## src/rtl/rr_arbiter_32.sv

```systemverilog
// Round-robin arbiter for 32 requesters driving the 5-bit select of a 32:1 mux.
// A grant is held until release, request drop, or the optional HOLD_MAX limit expires.
module rr_arbiter_32 #(
   parameter int HOLD_MAX = 16
) (
   input  logic        clock,
   input  logic        reset,
   input  logic [31:0] req,
   input  logic        release_hold,
   output logic        grant_valid,
   output logic [4:0]  grant_sel,
   output logic [31:0] grant_onehot,
   output logic        timeout
);

   localparam int CNT_W = $clog2(HOLD_MAX + 1) + 1;
   localparam logic [CNT_W-1:0] CNT_LAST = CNT_W'(HOLD_MAX - 1);

   localparam logic [0:0] IDLE  = 1'b0;
   localparam logic [0:0] GRANT = 1'b1;

   logic [0:0]       state;
   logic [4:0]       last;
   logic [CNT_W-1:0] cnt;

   logic       found;
   logic [4:0] winner;
   logic [4:0] idx;
   logic       holder_done;
   logic       hit_limit;

   // Scan from the farthest offset back to last+1 so the nearest requester wins;
   // offset 32 wraps to last itself, letting a lone requester win again.
   always_comb begin
      found  = 1'b0;
      winner = last;
      idx    = last;
      for (int i = 32; i >= 1; i--) begin
         idx = last + 5'(i);
         if (req[idx]) begin
            found  = 1'b1;
            winner = idx;
         end
      end
   end

   assign holder_done = release_hold || !req[grant_sel];
   assign hit_limit   = (HOLD_MAX != 0) && (cnt == CNT_LAST);

   always_ff @(posedge clock) begin
      if (reset) begin
         state        <= IDLE;
         grant_valid  <= 1'b0;
         grant_sel    <= 5'd0;
         grant_onehot <= 32'd0;
         timeout      <= 1'b0;
         last         <= 5'd31;
         cnt          <= '0;
      end else begin
         timeout <= 1'b0;
         case (state)
            IDLE: begin
               if (found) begin
                  state        <= GRANT;
                  grant_valid  <= 1'b1;
                  grant_sel    <= winner;
                  grant_onehot <= 32'd1 << winner;
                  last         <= winner;
                  cnt          <= '0;
               end
            end
            GRANT: begin
               // Release and request drop outrank the hold limit for the timeout flag.
               if (holder_done || hit_limit) begin
                  state        <= IDLE;
                  grant_valid  <= 1'b0;
                  grant_onehot <= 32'd0;
                  timeout      <= !holder_done;
               end else begin
                  cnt <= cnt + 1'b1;
               end
            end
            default: state <= IDLE;
         endcase
      end
   end

endmodule

```

## config.mk

```make
export PLATFORM = sky130hd
export DESIGN_NAME = rr_arbiter_32
export DESIGN_NICKNAME = d
export VERILOG_FILES = /design/src/rtl/rr_arbiter_32.sv
export SDC_FILE = /design/constraint.sdc
export NUM_CORES = 1
export LEC_CHECK = 0
export ABC_AREA = 0
export CAP_MARGIN = 20
export CORE_MARGIN = 4
export CORE_UTILIZATION = 61
export DETAILED_ROUTE_END_ITERATION = 12
export PLACE_DENSITY = 0.83
export SLEW_MARGIN = 20
export SYNTH_ARGS = -nofsm -noshare
export SYNTH_HDL_FRONTEND = slang
export SYNTH_SLANG_ARGS = --single-unit
```

## constraint.sdc

```tcl
create_clock -name clock -period 6.7 [get_ports clock]
set_input_delay 1.34 -clock clock [delete_from_list [all_inputs] [get_ports clock]]
set_output_delay 1.34 -clock clock [all_outputs]
set_load 0.1 [all_outputs]
```

==> results.json, run 1 <==
{
  "r2r_end": "grant_onehot[15]$_SDFFE_PP0P_",
  "r2r-start": "last[3]$_SDFFE_PP1P_",
  "cts_buffers": 5,
  "critical_path_required_ns": 6.93,
  "fin_skew_ns": 0.00750,
  "ant_nets": 0,
  "place.gp.congestion": 1.08,
  "setup_viol": 0,
  "period_share_pct": 88.7,
  "timing.fmax_mhz": 168,
  "slew_headroom_pct": 24.8,
  "clk_path_buf_depth": 2,
  "grt_max_degree": 47,
  "maxSlewViolCount": 0,
  "synthAdderAreaFrac_pct": 2.03,
  "die_area_um2": 16100,
  "ys_ff_latch": 51,
  "fin_nets": 1001,
  "drive_above_1_share_pct": 22.5,
  "grt_pass1_wl_mm": 51.8,
  "wl_per_cell_um": 29.9,
  "grt_pass1_vias": 8343,
  "clkSlewWorstSetupHoldPaths_ns": 0.07,
  "min_to": "grant_onehot[12]$_SDFFE_PP0P_",
  "grt_use_met1_pct": 56.1,
  "rsz0062_at_grt": "false",
  "drt_first_pass_iters": 6,
  "muxShareOfSynthArea_pct": 39.8,
  "synth_edf_count": 0,
  "num_io_pins": 74,
  "ys_seq_area_share_pct": 11.9,
  "synth_area_um2": 8610,
  "drcViolationCount": 0,
  "whs_path_depth": 1,
  "die_height_um": 127,
  "hold_path.startpoint": "grant_onehot[12]$_SDFFE_PP0P_",
  "vias": 8990,
  "crit_path_max_fanout": 18,
  "synth-compound-area-share_pct": 21.9,
  "reg2reg_depth": 13,
  "hpwl_mm": 26.0,
  "postCtsSetupRepairBufs": 0,
  "drt_iter0_markers": 1561,
  "hold_viol": 0,
  "synth_area_per_cell_um2": 9.53,
  "fin_setup_tns_ns": 0,
  "start_kind": "flop",
  "cp.arrival_ns": 6.17,
  "fin_crit_ns": 5.94,
  "core_um2": 13900,
  "yosys_warnings": 0,
  "clock-sinks": 51,
  "viasPerCell": 7.94,
  "layout_commonest_cell": "mux4_2",
  "crit_path_end_kind": "flop",
  "async_flop_share_pct": 0,
  "use_met2_pct": 62.3,
  "ys.flop_type": "dfxtp_1",
  "rows": 43,
  "synth_top_family_by_area": "multiplexers",
  "htree_levels": 2,
  "cts_tree": "built",
  "crit_type": "flop to flop",
  "cts_resized": 0,
  "synth-xor-area-share_pct": 3.89,
  "ys_types": 96,
  "clock_latency_ns": 0.29,
  "track_usage_pct": 41.6,
  "die_width_um": 127,
  "routed_wl_mm": 33.9,
  "area.growth.synth_to_final_pct": 11.6,
  "reg2reg_slack_ns": 0.76,
  "synthSimpleGateAreaFrac_pct": 15.4,
  "worst_pin_slew_ns": 1.13,
  "clockRootBuffer": "clkbuf_16",
  "synthCells": 904,
  "n_antenna_cell": 0,
  "fillers": 1103,
  "start_util_pct": 62.1,
  "grt_use_met3_pct": 10.5,
  "ctsHoldBuffers": 0,
  "portBuffers": 73,
  "synth.net_count": 953,
  "overflow": 0,
  "outcome": "finished clean",
  "drv_cap": 0,
  "hold_path_class": "flop to flop",
  "final_cell_mix": "mux4_2, nand2_1, mux2i_1",
  "antenna_found_initial": 0,
  "top_usage_layer": "met2"
}
-- how the worst max path moves through the flow --
stage                    startpoint                             to  slack [ns]  depth (start not counted)
2_1_floorplan  last[1]$_SDFFE_PP1P_  grant_onehot[14]$_SDFFE_PP0P_        1.32                         20
3_3_place_gp                req[14]  grant_onehot[15]$_SDFFE_PP0P_        0.76                         11
3_5_place_dp                req[19]  grant_onehot[15]$_SDFFE_PP0P_        0.77                         12
4_1_cts                     req[19]  grant_onehot[15]$_SDFFE_PP0P_        1.04                         12
5_1_grt        last[3]$_SDFFE_PP1P_  grant_onehot[31]$_SDFFE_PP0P_        0.65                         13
6_report       last[3]$_SDFFE_PP1P_  grant_onehot[15]$_SDFFE_PP0P_        0.76                         13
-- cell usage after synthesis, drive strengths merged (10+ instances only) --
| library cell | n | area, um^2 |
|---|---|---|
| ha | 14 | 175 |
| a21oi | 40 | 200 |
| dfxtp | 51 | 1020 |
| a22o | 19 | 166 |
| mux2 | 48 | 541 |
| nor2 | 58 | 218 |
| xnor2 | 29 | 284 |
| o21ai | 43 | 215 |
| inv | 22 | 82.6 |
| mux2i | 80 | 823 |
| nand2b | 10 | 65.1 |
| nor3 | 12 | 60.1 |
| a32o | 21 | 214 |
| nand3 | 25 | 125 |
| mux4 | 90 | 2060 |
| nand2 | 74 | 278 |
| buf | 38 | 265 |
| nand4 | 12 | 75.1 |
| clkbuf | 25 | 95.1 |
| and2 | 10 | 62.6 |
-- layer usage --
layer	wire length, um	share of wire [%]
met5	0	0
met4	2070	6.1
met3	4380	13
met2	14900	44
met1	12600	37
-- worst max-delay path: stages, from the launching register on --
cell and delay [ns]:
dfxtp_2 0.68, inv_2 0.36, ha_1 0.89, inv_2 0.40, mux4_2 0.65, o22ai_1 0.43
a221oi_2 0.16, nand3_1 0.19, nor3b_1 0.08, a2111oi_1 0.62, o31ai_1 0.23, a41oi_4 0.56
and3_1 0.39, a32o_2 0.21
-- registers in the layout (all words and copies together), names as in the netlist --
signal        cells
grant_onehot     32
cnt               6
grant_sel         5
last              5
grant_valid       1
state             1
timeout           1
-- cell families after synthesis --
kind of cell	after synthesis
AOI/OAI and AO/OA	246
xor gates and xnor gates	34
adders and majority gates	14
buffers and inverters	86
DFF	51
muxes	218
and+or+nand+nor	255
-- area by class of cell --
type / instances / area (um^2) / area share [%]
multi-input combinational: 767 / 7170 / 74.5
clock inverter: 1 / 8.76 / 0.0911
timing repair buffer: 104 / 963 / 10.0
tap: 180 / 225 / 2.34
clock buffer: 6 / 139 / 1.44
inverter: 23 / 86.3 / 0.898
sequential: 51 / 1030 / 10.7
-- per-stage QoR --
step                std cells  worst slack, ns  utilization (%)  hold WS [ns]  instance area (um^2)
CTS                      1132             1.04             69.2         0.471                  9610
floorplan                 904             1.32                -         0.472                  8610
detailed placement       1125            0.766             68.1         0.457                  9460
finish                   1132            0.759             69.3         0.471                  9610
global placement         1125            0.759             68.1         0.444                  9450
global route             1132            0.649             69.3         0.484                  9610
Power of run 1 is left out: the tool's default activity adds up to more than one toggle a clock period on the data nets, which glitch-free logic cannot reach.
==> run 2, diff against run 1 <==
- ABC_AREA: 0 -> 1
- CORE_UTILIZATION: 61 -> 58
- PLACE_DENSITY: 0.83 -> 0.82
- clock period: 6.7 -> 5.8 ns (I/O delays scaled with it)
==> results.json, run 2 <==
{
  "area.growth.synth_to_final_pct": 15.0,
  "n_antenna_cell": 0,
  "worst_pin_slew_ns": 1.01,
  "synthCells": 1132,
  "slowest_delay_ns": 0.56,
  "fin_skew_ns": 0.0160,
  "final_cell_area_um2": 7200,
  "cts_resized": 0,
  "clkSlewWorstSetupHoldPaths_ns": 0.10,
  "place.gp.congestion": 1.07,
  "die_width_um": 112,
  "htree_levels": 2,
  "cp_common_cell": "nand2_1",
  "synth_area_um2": 6260,
  "grt_pass1_vias": 7360,
  "cp_slowest_cell": "dfxtp_1",
  "postCtsSetupRepairBufs": 0,
  "grt_max_degree": 45,
  "timing.fmax_mhz": 202,
  "hpwl_mm": 18.5,
  "start_util_pct": 60.1,
  "drt_iter0_markers": 1150,
  "clock_latency_ns": 0.32,
  "num_io_pins": 74,
  "ctsHoldBuffers": 0,
  "drcViolationCount": 0,
  "synth_area_per_cell_um2": 5.53,
  "crit_path_max_fanout": 16,
  "fillers": 1002,
  "crit_path_end_kind": "flop",
  "track_usage_pct": 37.0,
  "maxSlewViolCount": 0,
  "portBuffers": 73,
  "ys.flop_type": "dfxtp_1",
  "clock-sinks": 51,
  "crit_type": "flop to flop",
  "clk_path_buf_depth": 2,
  "cts_buffers": 5,
  "ys_types": 43,
  "hold_viol": 0,
  "start_kind": "flop",
  "setup_viol": 0,
  "antenna_found_initial": 1,
  "slew_headroom_pct": 32.5,
  "rsz0062_at_grt": "false",
  "reg_top3": "grant_onehot: 32 flops, cnt: 6 flops",
  "largest_reg_flops": 32,
  "yosysTopAreaCell": "nand2_1",
  "place_area_um2": 7080,
  "clockRootBuffer": "clkbuf_8",
  "final_cell_mix": "nand2_1, nand3_1, a21oi_1",
  "async_flop_share_pct": 0,
  "die_height_um": 112,
  "synth.net_count": 1181,
  "vias": 8130,
  "top_register": "grant_onehot",
  "drv_cap": 0,
  "outcome": "finished clean",
  "drive_above_1_share_pct": 7.14,
  "ys_seq_area_share_pct": 16.3,
  "viasPerCell": 6.13,
  "cts_tree": "built",
  "rows": 37,
  "ys_ff_latch": 51,
  "period_share_pct": 85.6,
  "die_area_um2": 12500,
  "synth_area_leaders": "nand2_1, nand3_1, dfxtp_1, a21oi_1, inv_1",
  "layout_commonest_cell": "nand2_1",
  "core_um2": 10400,
  "yosysTopAreaCellShare_pct": 20.7,
  "cp.arrival_ns": 5.21,
  "ant_nets": 0,
  "fin_crit_ns": 4.96,
  "synth_edf_count": 0,
  "hold_path_class": "flop to flop",
  "drt_first_pass_iters": 12,
  "yosysMostFrequentCell": "nand2_1",
  "grt_pass1_wl_mm": 37.8,
  "overflow": 0,
  "fin_nets": 1238,
  "fin_setup_tns_ns": 0,
  "routed_wl_mm": 23.6,
  "critical_path_required_ns": 6.04,
  "yosys_warnings": 0,
  "wl_per_cell_um": 17.8,
  "synth_common_cells": "nand2_1, nand3_1, a21oi_1, inv_1, nor2_1"
}
-- run 2: cell count changes after synthesis, moves of 74 or more --
cell     before  now
nand3_1      25  221
nand2_1      74  345
mux4_2       81    0
a21oi_1      40  117
mux2i_1      74    0
inv_1        19   96
-- run 2: area by class of cell --
class	instances	area [um^2]	area share (%)
clock buffers	6	82.6	1.15
repair buffers	95	896	12.4
clock inverters	2	38.8	0.539
multi-input cells	928	4590	63.7
flip-flops and latches	51	1020	14.2
inverters	108	405	5.63
well taps	136	170	2.36
-- run 2: kinds of logic after synthesis --
family | after synthesis | share of synthesized area (%)
adders and majority gates | 14 | 2.80
DFF | 51 | 16.3
xor gates and xnor gates | 19 | 3.38
buffers and inverters | 153 | 10.5
and+or+nand+nor | 667 | 46.7
AOI/OAI and AO/OA | 228 | 20.4
-- run 2: final timing paths --
kind	from	endpoint	slack, ns	depth (start not counted)
worst max register to register	last[0]$_SDFFE_PP1P_	grant_onehot[28]$_SDFFE_PP0P_	0.84	44
worst min register to register	grant_onehot[5]$_SDFFE_PP0P_	grant_onehot[5]$_SDFFE_PP0P_	0.47	2
worst max-delay path	last[0]$_SDFFE_PP1P_	grant_onehot[28]$_SDFFE_PP0P_	0.84	44
worst min-delay path	grant_onehot[5]$_SDFFE_PP0P_	grant_onehot[5]$_SDFFE_PP0P_	0.47	2
-- run 2: per-layer routing --
metal	track usage [%]	part of all wire, %
met1	48.3	40
met2	57.4	44
met3	9.46	11
met4	16.6	4.5
met5	0	0.055
-- run 2: worst max-delay path: cells and delay by family (launching register included) --
kind / cells / cell delay (ns)
DFF: 1 / 0.56
adders and majority gates: 1 / 0.33
and+or+nand+nor: 39 / 3.05
buffers and inverters: 3 / 0.77
AOI/OAI and AO/OA: 1 / 0.16
-- run 2: stage by stage --
stage                     hold WS [ns]  cells  setup slack [ns]  util (%)
final                            0.469   1326             0.838      69.1
after global routing             0.489   1326             0.391      69.1
after CTS                        0.469   1326             0.937      69.1
after detailed placement         0.457   1318             0.709      68.0
after global placement           0.453   1318             0.761      68.0
after floorplan                  0.453   1132              1.45         -
Power of run 2 is left out for the same reason.
